[src/rtl/l2_window_gen.sv]
// Streams sliding KxK windows over the pooled IMG_WxIMG_W map held in L2_out1.
// A single raster read pass feeds a shift-chain line buffer; windows emerge 2 cycles after their last address.
module l2_window_gen #(
  parameter int DATA_W = 12,
  parameter int IMG_W  = 14,
  parameter int K      = 5,
  parameter int ADDR_W = 8
) (
  input  logic                     clk,
  input  logic                     rst,
  input  logic                     pool_done,
  input  logic [DATA_W-1:0]        L2_out1_dout,
  output logic [ADDR_W-1:0]        L2_out1_addr_read2,
  output logic                     L2_out1_en,
  output logic [K*K*DATA_W-1:0]    win_data,
  output logic                     win_valid,
  output logic [3:0]               win_row,
  output logic [3:0]               win_col,
  output logic                     busy,
  output logic                     gen_done
);

  localparam int SR_LEN = (K-1)*IMG_W + K;
  localparam int CW     = 4;

  typedef enum logic [1:0] {IDLE, READ, DRAIN, DONE} state_t;

  state_t            state;
  logic              pool_done_d;
  logic [CW-1:0]     x;
  logic [CW-1:0]     y;
  logic              drain_cnt;

  logic              tag_valid;
  logic [CW-1:0]     tag_x;
  logic [CW-1:0]     tag_y;
  logic              win_gate;

  logic [DATA_W-1:0]        sr [SR_LEN];
  logic [K*K*DATA_W-1:0]    win_next;

  assign L2_out1_addr_read2 = ADDR_W'(x) + ADDR_W'(y) * ADDR_W'(IMG_W);

  always_ff @(posedge clk) begin
    if (rst) begin
      state       <= IDLE;
      pool_done_d <= 1'b1;
      x           <= '0;
      y           <= '0;
      drain_cnt   <= 1'b0;
      L2_out1_en  <= 1'b0;
      busy        <= 1'b0;
      gen_done    <= 1'b0;
    end else begin
      pool_done_d <= pool_done;
      gen_done    <= 1'b0;
      case (state)
        IDLE: begin
          if (pool_done && !pool_done_d) begin
            state      <= READ;
            L2_out1_en <= 1'b1;
            busy       <= 1'b1;
            x          <= '0;
            y          <= '0;
          end
        end
        READ: begin
          // Counters stop on the last pixel so the address holds through DRAIN.
          if (x == CW'(IMG_W-1)) begin
            if (y == CW'(IMG_W-1)) begin
              state      <= DRAIN;
              L2_out1_en <= 1'b0;
              drain_cnt  <= 1'b0;
            end else begin
              x <= '0;
              y <= y + 1'b1;
            end
          end else begin
            x <= x + 1'b1;
          end
        end
        DRAIN: begin
          if (drain_cnt) begin
            state    <= DONE;
            gen_done <= 1'b1;
          end else begin
            drain_cnt <= 1'b1;
          end
        end
        DONE: begin
          state <= IDLE;
          busy  <= 1'b0;
          x     <= '0;
          y     <= '0;
        end
        default: state <= IDLE;
      endcase
    end
  end

  assign win_gate = tag_valid && (tag_x >= CW'(K-1)) && (tag_y >= CW'(K-1));

  // Taps are taken from the chain as it will look after this edge's shift,
  // so the newest pixel comes straight from the read data.
  always_comb begin
    win_next = '0;
    for (int unsigned i = 0; i < K; i++) begin
      for (int unsigned j = 0; j < K; j++) begin
        if ((K-1-i)*IMG_W + (K-1-j) == 0)
          win_next[(i*K+j)*DATA_W +: DATA_W] = L2_out1_dout;
        else
          win_next[(i*K+j)*DATA_W +: DATA_W] = sr[(K-1-i)*IMG_W + (K-1-j) - 1];
      end
    end
  end

  always_ff @(posedge clk) begin
    if (tag_valid) begin
      sr[0] <= L2_out1_dout;
      for (int unsigned k = 1; k < SR_LEN; k++) sr[k] <= sr[k-1];
    end
  end

  always_ff @(posedge clk) begin
    if (rst) begin
      tag_valid <= 1'b0;
      tag_x     <= '0;
      tag_y     <= '0;
      win_valid <= 1'b0;
      win_row   <= '0;
      win_col   <= '0;
      win_data  <= '0;
    end else begin
      tag_valid <= (state == READ);
      tag_x     <= x;
      tag_y     <= y;
      win_valid <= win_gate;
      if (win_gate) begin
        win_data <= win_next;
        win_row  <= tag_y - CW'(K-1);
        win_col  <= tag_x - CW'(K-1);
      end
    end
  end

endmodule

[config.mk]
export PLATFORM = sky130hd
export DESIGN_NAME = l2_window_gen
export DESIGN_NICKNAME = d
export VERILOG_FILES = /design/src/rtl/l2_window_gen.sv
export SDC_FILE = /design/constraint.sdc
export NUM_CORES = 1
export LEC_CHECK = 0
export ABC_AREA = 1
export BUFFER_PORTS_ARGS = -buffer_cell sky130_fd_sc_hd__buf_4
export CELL_PAD_IN_SITES_DETAIL_PLACEMENT = 2
export CELL_PAD_IN_SITES_GLOBAL_PLACEMENT = 2
export CORE_AREA = 3 3 316 318
export CTS_CLUSTER_SIZE = 16
export DETAILED_ROUTE_END_ITERATION = 10
export DIE_AREA = 0 0 319 321
export GPL_TIMING_DRIVEN = 0
export PLACE_DENSITY_LB_ADDON = 0.1
export SKIP_LAST_GASP = 1
export SLEW_MARGIN = 20
export SYNTH_ARGS = -nofsm -noshare
export SYNTH_HDL_FRONTEND = slang
export SYNTH_SLANG_ARGS = --single-unit
[constraint.sdc]
create_clock -name clk -period 33.9 [get_ports clk]
set_input_delay 3.39 -clock clk [delete_from_list [all_inputs] [get_ports clk]]
set_output_delay 3.39 -clock clk [all_outputs]
set_load 0.05 [all_outputs]
Word-level counts from Yosys, hierarchy flattened
Memory sizes are Yosys's and may differ from the RTL's.
Cells that the tools add are included.
{"block": "word_totals", "register_bits": 333, "ramBits": 732, "inputBits": 15, "n_memories": 1}
{"block": "op_classes", "n_addsub": 5, "mul": 1, "magnitude_cmp": 2, "n_eq_ne": 11, "mux": 21, "bitwise_logic": 1, "reduce_logical": 16}
{"name": "sr", "words": 61, "width": 12, "read_ports": 60, "rd_clocked_by_memory_dff": 0, "wr": 61, "line_no": "39", "text": "logic [DATA_W-1:0] sr [SR_LEN];"}
{"cell": "case mux 4 bit (3 select lines)", "n": 2}
{"cell": "two-way mux 4 bit", "n": 5}
{"cell": "AND reduction 4 bit", "n": 3}
{"cell": "inequality test 2 bit, second input constant", "n": 5}
{"cell": "adder 4 x 1 -> 4 bit, second input constant", "n": 2}
{"cell": "adder 4 x 8 -> 8 bit", "n": 1}
{"cell": "== test 4 bit, second input constant", "n": 2}
{"cell": ">= comparator 4 x 3 -> 1 bit, second input constant", "n": 2}
{"cell": "two-way mux 2 bit", "n": 4}
{"cell": "case mux 2 bit (4 select lines)", "n": 1}
{"cell": "subtractor 4 x 3 -> 4 bit, second input constant", "n": 2}
{"cell": "multiplier 4 x 3 -> 7 bit, second input constant", "n": 1}
{"cell": "two-way mux 1 bit", "n": 6}
{"cell": "case mux 1 bit (2 select lines)", "n": 3}
{"cell": "AND reduction 3 bit", "n": 2}
{"cell": "nonzero test 2 bit", "n": 3}
{"cell": "== test 2 bit, second input constant", "n": 2}
{"cell": "logical AND 1 bit", "n": 3}
{"cell": "inequality test 3 bit, second input constant", "n": 1}
{"cell": "nonzero test 3 bit", "n": 1}
{"cell": "== test 2 x 1 -> 1 bit, second input constant", "n": 1}
{"cell": "zero test 2 bit", "n": 1}
{"cell": "AND reduction 2 bit", "n": 1}
{"cell": "OR reduction 2 bit", "n": 1}
{"cell": "other kinds (2)", "n": 2}

Depth between registers and ports, before layout
Gate-level depths: netlist of run 1.
{"block": "logic_depth", "word_depth": 4, "ltp_mapped": 11}

Worst setup path after synthesis of run 1
OpenSTA, ideal clock, no wires.
{"block": "synth_timing", "kind": "register to register", "start": "reg tag_valid", "end": "reg win_data[201] (read register of sr)", "setup_time_ps": 128, "t_arrival_ps": 17934, "slack_ps": 15838, "stages_incl_launch_ff": 6, "n_path_buf": 2, "path_cell_list": "dfxtp_1 > nand3b_4 > buf_2 > buf_2 > o21ai_0 > a21oi_1"}
{"block": "synth_via", "elab_chain_cells": 2}
{"element": "from (decl)", "line_no": "34", "text": "logic tag_valid;"}
{"element": "from (signal assigned)", "line_no": "134", "text": "tag_valid <= (state == READ);"}
{"element": "logical AND 1 bit (2 in series)", "line_no": "101", "text": "assign win_gate = tag_valid && (tag_x >= CW'(K-1)) && (tag_y >= CW'(K-1));"}
{"element": "to (decl)", "line_no": "15", "text": "output logic [K*K*DATA_W-1:0] win_data,"}
Every way passes these cells.
A chain may end at the register's enable or synchronous reset.

Final worst setup path of run 1
{"block": "layout_timing", "start": "reg y[2]", "end": "out L2_out1_addr_read2[7]"}
{"block": "layout_via", "elab_chain_cells": 2}
{"element": "from (decl)", "line_no": "31", "text": "logic [CW-1:0] y;"}
{"element": "from (signal assigned)", "line_no": "76", "text": "y <= y + 1'b1;"}
{"element": "multiplier 4 x 3 -> 7 bit", "line_no": "42", "text": "assign L2_out1_addr_read2 = ADDR_W'(x) + ADDR_W'(y) * ADDR_W'(IMG_W);"}
{"element": "adder 4 x 8 -> 8 bit", "line_no": "42"}
{"element": "to (decl)", "line_no": "13", "text": "output logic [ADDR_W-1:0] L2_out1_addr_read2,"}
Every way passes these cells.

==> impl_metrics.env, run 1 <==
export IMPL_cts_made_buffers=112
export IMPL_post_dr_vias_cell=4.63
export IMPL_timing_critical_path_slowest_cell_delay_ps=550
export IMPL_holdBufCountCts=0
export IMPL_htree_levels=3
export IMPL_grt_remaining_overflow=0
export IMPL_clkSinkCount=1053
export IMPL_critical_path_top_delay_family="adder cells"
export IMPL_worstSetupPathType="flip-flop to output port"
export IMPL_worst_hold_slack_ps=413
export IMPL_cts_setup_buffers=0
export IMPL_grt_pass1_wl_mm=133
export IMPL_power_density_cell_area_nw_per_um2=70.1
export IMPL_rsz0062_at_grt="false"
export IMPL_post_route_drc_count=0
export IMPL_fin_crit_sh_pct=19.6
export IMPL_peak_freq_mhz=151
export IMPL_clk_path_buf_depth=3
export IMPL_ctsRootBufferMaster="sky130_fd_sc_hd__clkbuf_16"
export IMPL_firstDrtPassIters=4
export IMPL_arrival_ps=3240
export IMPL_total_power_uw=2970
export IMPL_timing_critical_path_buf_inv=3
export IMPL_synth_lib_cells_used_distinct=26
export IMPL_finalSetupViolations=0
export IMPL_ctsResizeCount=0
export IMPL_mappedNetlistArea_um2=34100
export IMPL_worst_pin_slew_ps=687
export IMPL_pin_count=335
export IMPL_final_setup_tns_ps=0
export IMPL_leakage_uw=0.0147
export IMPL_report_final_slew_viol_count=0
export IMPL_die_outline_area_um2=102000
export IMPL_filler_cell_count=9362
export IMPL_row_count=114
export IMPL_crit_path_start_kind="flip-flop"
export IMPL_synth_area_leaders="sky130_fd_sc_hd__edfxtp_1 63%, sky130_fd_sc_hd__dfxtp_1 20%, sky130_fd_sc_hd__a21oi_1 4.7%, sky130_fd_sc_hd__o21ai_0 4.0%, sky130_fd_sc_hd__inv_1 3.7%"
export IMPL_max_cap_viol_count=0
export IMPL_grt_pass1_vias=21095
export IMPL_clock_latency_reported_for_the_late_side_of_the_worst_skew_pair_ps=670
export IMPL_core_region_area_um2=96900
export IMPL_dr_total_vias=19010
export IMPL_place_hpwl_mm=59.8
export IMPL_ratio_of_cells_with_drive_above_1_in_the_final_layout_pct=20.2
export IMPL_route_antenna_remaining_nets=0
export IMPL_netlist_instances=2263
export IMPL_grt_max_degree=60
export IMPL_synth_sequential_area_ratio_pct=83.0
export IMPL_worst_ir_drop_vdd_mv=0.0407
export IMPL_drt_iter0_markers=1296
export IMPL_port_buffer_count=334
export IMPL_area_growth_syn_to_layout_pct=24.1
export IMPL_skew_final_ps=17.3
export IMPL_die_x_um=319
export IMPL_initial_core_util_pct=35.2
export IMPL_cts_tree="yes"
export IMPL_run_status="finished, final reports clean"
export IMPL_period_minus_slack_ps=6630
export IMPL_synth_avg_cell_area_um2=15.1
export IMPL_number_of_warning_messages_in_the_yosys_log=0
export IMPL_critPathRequiredTime_ps=30510
export IMPL_wl_per_instance_um=21.3
export IMPL_timing_critical_path_cells="fa_1 > ha_1 > inv_1 > fa_1 > inv_1 > nand2_1 > nor2_1 > nand3_1 > nand2_1 > buf_4"
export IMPL_cpMaxStageDelayCell="sky130_fd_sc_hd__dfxtp_1"
export IMPL_routed_wl_mm=87.5
export IMPL_netlist_top_cell_by_area="sky130_fd_sc_hd__edfxtp_1"
export IMPL_holdCritPathClass="flip-flop to flip-flop"
export IMPL_cts_clk_slew_worst_paths_ps=60
export IMPL_global_route_usage_total_pct=17.0
export IMPL_finish_net_count=2764
export IMPL_globalplace_congestion=0.761
export IMPL_kind_of_end_point_of_the_critical_path="output port"
export IMPL_worst_path_max_fanout=8
export IMPL_max_slew_margin_pct=54.2
export IMPL_ys_seq_elements=1053
export IMPL_final_hold_viol_count=0
export IMPL_syn_num_nets=2302
export IMPL_yosysTopAreaCellShare_pct=63.5
export IMPL_grt_antenna_before_repair=5
export IMPL_die_h_um=321
## logic make-up (layout without fill, tap and decap cells)
family	count (synthesis)	count (layout)	synth area share, %
AOI/OAI and AO/OA	632	632	9.30
xor gates and xnor gates	4	4	0.103
adders and majority gates	24	24	0.992
buffers and inverters	447	1009	5.25
DFF	1053	1053	83.0
other	0	3	0
and+or+nand+nor	103	103	1.33
## power breakdown
group,total [uW],switching (uW),internal (uW)
Combinational,154,118,36.1
Clock,1230,495,732
Sequential,1580,56.2,1530
Total,2970,669,2300
## final cells by class
cell class	count	area (um^2)	share of cell area (%)
diodes	3	7.51	0.0178
multi-input cells	763	3990	9.44
inverters	342	1280	3.04
clock buffers	189	3470	8.21
repair buffers	348	2860	6.77
plain buffers	105	503	1.19
clock inverters	25	268	0.633
well taps	1276	1600	3.78
flip-flops and latches	1053	28300	66.9
## layer usage
metal | vias up | routed length [um] | GRT usage, %
li1 | 8838 | - | -
met1 | 9717 | 37400 | 21.6
met2 | 330 | 44300 | 29.5
met3 | 123 | 4140 | 3.57
met4 | 2 | 1650 | 4.72
met5 | - | 12 | 0
## per-stage QoR
| step | cell area (um^2) | std cells | utilization, % | setup WS (ps) |
|---|---|---|---|---|
| 2_1_floorplan | 34100 | 2263 | - | 15840 |
| 3_3_place_gp | 38200 | 3873 | 39.4 | 7280 |
| 3_5_place_dp | 38500 | 3887 | 39.8 | 27910 |
| 4_1_cts | 42300 | 4101 | 43.6 | 27160 |
| 5_1_grt | 42300 | 4101 | 43.6 | 27020 |
| 6_report | 42300 | 4104 | 43.6 | 27270 |
## cell usage after synthesis, drive strengths merged
cell type and number:
edfxtp 720, inv 342, dfxtp 333, a21oi 319
o21ai 312, clkbuf 57, nand2 53, buf 48
nor2 28, ha 19, nand3 15, fa 5
nand4 3, or2 3, xor2 3, a221oi 1
nand3b 1, xnor2 1
## worst paths after layout
path | start | endpoint | slack (ps) | cells after the start
min | sr[0][277] | sr[0][289] | 410 | 0
max | y[2] | L2_out1_addr_read2[7] | 27270 | 10
min reg2reg | sr[0][277] | sr[0][289] | 410 | 0
max reg2reg | tag_valid | sr[0][187] | 31480 | 4
## layout by cell type, fill, tap and decap left out, types with 23 or more instances in the layout
master,netlist,layout
sky130_fd_sc_hd__nor2_1,26,26
sky130_fd_sc_hd__a21oi_1,319,319
sky130_fd_sc_hd__inv_1,339,339
sky130_fd_sc_hd__nand2_1,51,51
sky130_fd_sc_hd__clkbuf_8,0,23
sky130_fd_sc_hd__o21ai_0,273,273
sky130_fd_sc_hd__buf_2,33,33
sky130_fd_sc_hd__dfxtp_1,333,332
sky130_fd_sc_hd__o21ai_1,39,39
sky130_fd_sc_hd__clkbuf_1,57,104
sky130_fd_sc_hd__edfxtp_1,720,720
sky130_fd_sc_hd__buf_4,8,342
sky130_fd_sc_hd__clkbuf_16,0,119
## sequential cells by signal, summed over array words and instances (netlist names), 2 cells and up
register	count
win_col	4
win_data	300
x	4
state	2
tag_y	4
win_row	4
y	4
sr	720
tag_x	4
Note: power is estimated with default switching activity, not from simulation.
==> inputs of run 2 (changes only) <==
==> constraint.sdc (replaced) <==
create_clock -name clk -period 5.78 [get_ports clk]
set_input_delay 0.578 -clock clk [delete_from_list [all_inputs] [get_ports clk]]
set_output_delay 0.578 -clock clk [all_outputs]
set_load 0.05 [all_outputs]
==> impl_metrics.env, run 2 (same netlist as run 1, synthesis figures left out) <==
export IMPL_run_status="finished, final reports clean"
export IMPL_largest_registers="sr x720, win_data x300"
export IMPL_post_route_drc_count=0
export IMPL_cts_setup_buffers=0
export IMPL_fin_crit_sh_pct=64.7
export IMPL_die_outline_area_um2=102000
export IMPL_route_antenna_remaining_nets=0
export IMPL_timing_critical_path_slowest_cell_delay_ps=550
export IMPL_ctsResizeCount=0
export IMPL_clk_path_buf_depth=3
export IMPL_holdCritPathClass="input pin to flip-flop"
export IMPL_port_buffer_count=334
export IMPL_wl_per_instance_um=21.4
export IMPL_firstDrtPassIters=5
export IMPL_cpMaxStageDelayCell="sky130_fd_sc_hd__dfxtp_1"
export IMPL_grt_antenna_before_repair=5
export IMPL_grt_remaining_overflow=0
export IMPL_grt_pass1_vias=21230
export IMPL_ctsRootBufferMaster="sky130_fd_sc_hd__clkbuf_16"
export IMPL_holdBufCountCts=0
export IMPL_worst_pin_slew_ps=630
export IMPL_grt_max_degree=58
export IMPL_register_name_with_the_most_flops="sr"
export IMPL_layout_cells_most_common="sky130_fd_sc_hd__edfxtp_1"
export IMPL_power_density_cell_area_nw_per_um2=404
export IMPL_final_setup_tns_ps=0
export IMPL_post_dr_vias_cell=4.64
export IMPL_global_route_usage_total_pct=17.0
export IMPL_area_growth_syn_to_layout_pct=24.0
export IMPL_finalSetupViolations=0
export IMPL_crit_path_start_kind="flip-flop"
export IMPL_max_cap_viol_count=0
export IMPL_timing_critical_path_buf_inv=3
export IMPL_ratio_of_cells_with_drive_above_1_in_the_final_layout_pct=20.8
export IMPL_htree_levels=3
export IMPL_report_final_slew_viol_count=0
export IMPL_worstSetupPathType="flip-flop to output port"
export IMPL_clock_latency_reported_for_the_late_side_of_the_worst_skew_pair_ps=670
export IMPL_drt_iter0_markers=1171
export IMPL_skew_final_ps=24.5
export IMPL_pin_count=335
export IMPL_kind_of_end_point_of_the_critical_path="output port"
export IMPL_cts_tree="yes"
export IMPL_cts_made_buffers=111
export IMPL_cts_clk_slew_worst_paths_ps=60
export IMPL_routed_wl_mm=87.8
export IMPL_worst_ir_drop_vdd_mv=0.293
export IMPL_largest_register_ff_count=720
export IMPL_arrival_ps=3160
export IMPL_dr_total_vias=19015
export IMPL_mostFrequentLayoutCells="720 x sky130_fd_sc_hd__edfxtp_1, 339 x sky130_fd_sc_hd__inv_1, 337 x sky130_fd_sc_hd__buf_4"
export IMPL_initial_core_util_pct=35.2
export IMPL_die_x_um=319
export IMPL_final_hold_viol_count=0
export IMPL_critPathRequiredTime_ps=5200
export IMPL_finish_net_count=2764
export IMPL_leakage_uw=0.0147
export IMPL_timing_critical_path_cells="fa_1 > ha_1 > inv_1 > fa_1 > inv_1 > nand2_1 > nor2_1 > nand3_1 > nand2_1 > buf_4"
export IMPL_clkSinkCount=1053
export IMPL_max_slew_margin_pct=58.0
export IMPL_grt_pass1_wl_mm=132
export IMPL_total_power_uw=17100
export IMPL_globalplace_congestion=0.770
export IMPL_critical_path_top_delay_family="adder cells"
export IMPL_antennaDiodeCount=0
export IMPL_place_hpwl_mm=60.4
export IMPL_period_minus_slack_ps=3740
export IMPL_rsz0062_at_grt="false"
export IMPL_die_h_um=321
export IMPL_core_region_area_um2=96900
export IMPL_peak_freq_mhz=267
export IMPL_worst_path_max_fanout=8
export IMPL_row_count=114
[run 2: cell types whose count changed in the layout (fill, tap and decap cells not counted), moves of 12 or more]
cell / delta
sky130_fd_sc_hd__buf_2: -16
sky130_fd_sc_hd__buf_6: +19
sky130_fd_sc_hd__clkbuf_1: -24
sky130_fd_sc_hd__clkbuf_2: +12
[run 2: final cells by class]
| cell class | instances | area (um^2) |
|---|---|---|
| fill | 9441 | 54600 |
| sequential | 1053 | 28300 |
| multi-input combinational | 763 | 3990 |
| clock buffer | 173 | 3310 |
| timing repair buffer | 349 | 2880 |
| tap | 1276 | 1600 |
| inverter | 342 | 1280 |
| buffer | 105 | 644 |
| clock inverter | 37 | 226 |
[run 2: final timing paths]
path	from	slack (ps)	to	cells past startpoint
max	y[2]	2040	L2_out1_addr_read2[7]	10
min	L2_out1_dout[6]	90	sr[0][6]	1
max reg2reg	tag_valid	3550	sr[0][222]	4
min reg2reg	sr[1][0]	410	sr[1][12]	0
[run 2: routing by layer]
| layer | track usage [%] | share of wire (%) | routed length (um) | up-vias |
|---|---|---|---|---|
| met5 | 0 | 0 | 0 | - |
| met3 | 3.56 | 4.2 | 3660 | 143 |
| met1 | 21.0 | 42 | 37000 | 9703 |
| met4 | 4.87 | 2.5 | 2220 | 0 |
| met2 | 30.1 | 51 | 45000 | 353 |
| li1 | - | - | - | 8816 |
[run 2: power by group]
group / total, uW / switching [uW] / leakage, uW / internal (uW)
clock network: 6850 / 2880 / 0.00175 / 3970
registers: 9280 / 320 / 0.00924 / 8960
logic: 921 / 704 / 0.00375 / 217
total: 17100 / 3910 / 0.0147 / 13100
[run 2: stage by stage]
stage               worst slack, ps  hold WS (ps)  area [um^2]  cells  util [%]
floorplan                      -426           400        34200   2263         -
global placement              -3180           401        38300   3873      39.6
CTS                            1970          25.1        42200   4098      43.6
detailed placement             2700           405        38700   3888      39.9
global route                   1790          35.4        42200   4098      43.6
finish                         2040          91.3        42200   4098      43.6
==> inputs of run 3 (changes only) <==
--- a/config.mk
+++ b/config.mk
@@ -5,14 +5,14 @@
 export SDC_FILE = /design/constraint.sdc
 export NUM_CORES = 1
 export LEC_CHECK = 0
-export ABC_AREA = 1
+export ABC_AREA = 0
 export BUFFER_PORTS_ARGS = -buffer_cell sky130_fd_sc_hd__buf_4
 export CELL_PAD_IN_SITES_DETAIL_PLACEMENT = 2
 export CELL_PAD_IN_SITES_GLOBAL_PLACEMENT = 2
-export CORE_AREA = 3 3 316 318
+export CORE_AREA = 3 3 314 316
 export CTS_CLUSTER_SIZE = 16
 export DETAILED_ROUTE_END_ITERATION = 10
-export DIE_AREA = 0 0 319 321
+export DIE_AREA = 0 0 317 319
 export GPL_TIMING_DRIVEN = 0
 export PLACE_DENSITY_LB_ADDON = 0.1
 export SKIP_LAST_GASP = 1
==> constraint.sdc (replaced) <==
create_clock -name clk -period 3.65 [get_ports clk]
set_input_delay 0.365 -clock clk [delete_from_list [all_inputs] [get_ports clk]]
set_output_delay 0.365 -clock clk [all_outputs]
set_load 0.05 [all_outputs]
==> impl_metrics.env, run 3 <==
export IMPL_die_outline_area_um2=101000
export IMPL_largest_registers="sr x720, win_data x300"
export IMPL_kind_of_end_point_of_the_critical_path="output port"
export IMPL_layout_cells_most_common="sky130_fd_sc_hd__edfxtp_1"
export IMPL_ys_seq_elements=1053
export IMPL_ctsRootBufferMaster="sky130_fd_sc_hd__clkbuf_16"
export IMPL_wl_per_instance_um=21.5
export IMPL_finalInstanceArea_um2=41900
export IMPL_layout_area_seq_um2=28300
export IMPL_worst_path_max_fanout=7
export IMPL_cts_made_buffers=112
export IMPL_number_of_warning_messages_in_the_yosys_log=0
export IMPL_place_hpwl_mm=60.6
export IMPL_worst_ir_drop_vdd_mv=0.380
export IMPL_met3_length_mm=5.12
export IMPL_die_h_um=319
export IMPL_worst_pin_slew_ps=1010
export IMPL_register_name_with_the_most_flops="sr"
export IMPL_run_status="finished, final reports clean"
export IMPL_clock_latency_reported_for_the_late_side_of_the_worst_skew_pair_ps=680
export IMPL_multi_input_comb_area_um2=4780
export IMPL_leakage_uw=0.0140
export IMPL_area_growth_syn_to_layout_pct=24.8
export IMPL_yosysTopAreaCellShare_pct=64.4
export IMPL_preCtsSetupSlack_ps=761
export IMPL_clk_path_buf_depth=3
export IMPL_cpMaxStageDelayCell="sky130_fd_sc_hd__fa_2"
export IMPL_ratio_of_cells_with_drive_above_1_in_the_final_layout_pct=20.5
export IMPL_grt_max_degree=60
export IMPL_finish_net_count=2733
export IMPL_routed_wl_mm=87.5
export IMPL_report_final_slew_viol_count=0
export IMPL_cts_clk_slew_worst_paths_ps=60
export IMPL_worstSetupPathType="flip-flop to output port"
export IMPL_firstDrtPassIters=5
export IMPL_yosys_area_share_xor_xnor_pct=0.183
export IMPL_post_synth_and_or_nand_nor_area_fraction_pct=7.64
export IMPL_globalplace_congestion=0.787
export IMPL_netlist_instances=2219
export IMPL_critical_path_top_delay_family="adder cells"
export IMPL_filler_cell_count=9371
export IMPL_die_x_um=317
export IMPL_synth_area_leaders="sky130_fd_sc_hd__edfxtp_1 64%, sky130_fd_sc_hd__dfxtp_1 20%, sky130_fd_sc_hd__nand2_1 6.9%, sky130_fd_sc_hd__a21oi_1 4.7%, sky130_fd_sc_hd__ha_1 0.71%"
export IMPL_initial_core_util_pct=34.9
export IMPL_global_route_usage_total_pct=17.2
export IMPL_yosys_area_share_adder_pct=1.01
export IMPL_post_dr_vias_cell=4.67
export IMPL_synth_top_family_by_area="simple AND/OR/NAND/NOR gates"
export IMPL_synth_sequential_area_ratio_pct=84.2
export IMPL_crit_path_start_kind="flip-flop"
export IMPL_grt_pass1_vias=20893
export IMPL_skew_final_ps=22.8
export IMPL_yosys_top_cells_count="720 x sky130_fd_sc_hd__edfxtp_1, 616 x sky130_fd_sc_hd__nand2_1, 333 x sky130_fd_sc_hd__dfxtp_1"
export IMPL_holdCritPathClass="input pin to flip-flop"
export IMPL_pin_count=335
export IMPL_mappedNetlistArea_um2=33600
export IMPL_drt_iter0_markers=1192
export IMPL_port_buffer_count=333
export IMPL_wl_met1_mm=37.0
export IMPL_core_region_area_um2=96300
export IMPL_power_density_cell_area_nw_per_um2=643
export IMPL_syn_num_nets=2258
export IMPL_synthMuxAreaShare_pct=0
export IMPL_post_synth_top_count_cell="sky130_fd_sc_hd__edfxtp_1"
export IMPL_final_hold_viol_count=0
export IMPL_peak_freq_mhz=292
export IMPL_max_cap_viol_count=0
export IMPL_maxUsedRoutingLayer="met4"
export IMPL_timing_critical_path_slowest_cell_delay_ps=480
export IMPL_grt_remaining_overflow=0
export IMPL_post_synthesis_compound_gate_area_fraction_pct=5.36
export IMPL_dr_wl_met2_mm=43.7
export IMPL_synth_edff_count=720
export IMPL_fin_crit_sh_pct=93.9
export IMPL_synth_main_ff_cell="sky130_fd_sc_hd__edfxtp_1"
export IMPL_share_of_synthesized_registers_carrying_an_async_set_or_reset_pct=0
export IMPL_rsz0062_at_grt="false"
export IMPL_grt_antenna_before_repair=1
export IMPL_critPathRequiredTime_ps=3280
export IMPL_largest_register_ff_count=720
export IMPL_dr_total_vias=18997
export IMPL_synth_lib_cells_used_distinct=43
export IMPL_cts_tree="yes"
export IMPL_route_antenna_remaining_nets=0
export IMPL_netlist_top_cell_by_area="sky130_fd_sc_hd__edfxtp_1"
export IMPL_arrival_ps=3060
export IMPL_htree_levels=3
export IMPL_max_slew_margin_pct=32.3
export IMPL_finalSetupViolations=0
export IMPL_antennaDiodeCount=0
export IMPL_timing_critical_path_cells="fa_1 > ha_1 > inv_1 > fa_2 > nor2_2 > and4bb_2 > xnor2_1 > buf_4"
export IMPL_synth_avg_cell_area_um2=15.1
export IMPL_row_count=114
export IMPL_detailed_place_area_um2=38000
export IMPL_grt_pass1_wl_mm=132
export IMPL_mostFrequentLayoutCells="720 x sky130_fd_sc_hd__edfxtp_1, 616 x sky130_fd_sc_hd__nand2_1, 335 x sky130_fd_sc_hd__buf_4"
export IMPL_timing_critical_path_buf_inv=2
export IMPL_layout_setup_ws_ps=222
export IMPL_clkSinkCount=1053
export IMPL_period_minus_slack_ps=3430
export IMPL_post_route_drc_count=0
## run 3: cell types whose count changed after synthesis, moves of 6 or more
cell,delta
sky130_fd_sc_hd__nand3_1,-9
sky130_fd_sc_hd__o21ai_1,-38
sky130_fd_sc_hd__o21ai_0,-265
sky130_fd_sc_hd__nor2_1,-12
sky130_fd_sc_hd__nand2_1,+565
sky130_fd_sc_hd__inv_1,-319
sky130_fd_sc_hd__buf_1,+6
sky130_fd_sc_hd__buf_4,-6
## run 3: per-layer routing
| metal | vias up | GRT usage [%] |
|---|---|---|
| met5 | - | 0 |
| met4 | 0 | 4.19 |
| met3 | 113 | 4.76 |
| met2 | 357 | 29.4 |
| met1 | 9736 | 21.8 |
| li1 | 8791 | - |
## run 3: worst register-to-register path: stages (launching register included)
cell	delay, ps
sky130_fd_sc_hd__dfxtp_4	440
sky130_fd_sc_hd__buf_12	220
sky130_fd_sc_hd__nand2_1	490
sky130_fd_sc_hd__buf_2	430
sky130_fd_sc_hd__clkbuf_1	680
sky130_fd_sc_hd__nand2_1	140
sky130_fd_sc_hd__a21oi_1	180
## run 3: through the flow
stage	hold slack (ps)	instances	TNS (ps)	power (uW)	utilization (%)
3_5_place_dp	405	3843	0	15900	39.5
4_1_cts	153	4070	0	27400	43.5
6_report	208	4070	0	26900	43.5
2_1_floorplan	400	2219	-2395530	15400	-
5_1_grt	200	4070	0	28100	43.5
3_3_place_gp	400	3828	-5164330	16000	39.1
## run 3: path summary, 6_finish.rpt
kind | slack [ps] | cells after the start | startpoint | end
worst max-delay path | 220 | 8 | y[2] | L2_out1_addr_read2[7]
worst min-delay path | 210 | 3 | rst | tag_valid
worst max register to register | 1000 | 6 | tag_valid | win_data[0]
worst min register to register | 410 | 0 | sr[1][80] | sr[1][92]
## run 3: logic make-up (layout without fill, tap and decap cells)
group / after synthesis / after routing
buf+inv: 128 / 703
flops: 1053 / 1053
fa+ha+maj: 24 / 24
xor+xnor: 7 / 7
simple gates: 661 / 661
compound gates: 346 / 346
## run 3: final cells by class
type	instances	share of cell area [%]
Sequential cell	1053	67.5
Multi-Input combinational cell	1038	11.4
Clock buffer	142	7.20
Timing Repair Buffer	361	7.13
Tap cell	1276	3.81
Clock inverter	72	1.67
Buffer	108	1.10
Inverter	20	0.179
## run 3: what timing repair did
item	CTS	global route
resized for setup	2	4
endpoints found under the hold margin	25	0
hold buffers	13	0
buffers inserted	0	0
setup endpoints to repair	1	2
## run 3: report_power, final
part / total, uW / switching, uW / internal, uW
clock network: 11400 / 4690 / 6700
logic: 1170 / 906 / 265
registers: 14400 / 392 / 14000
total: 26900 / 5990 / 21000
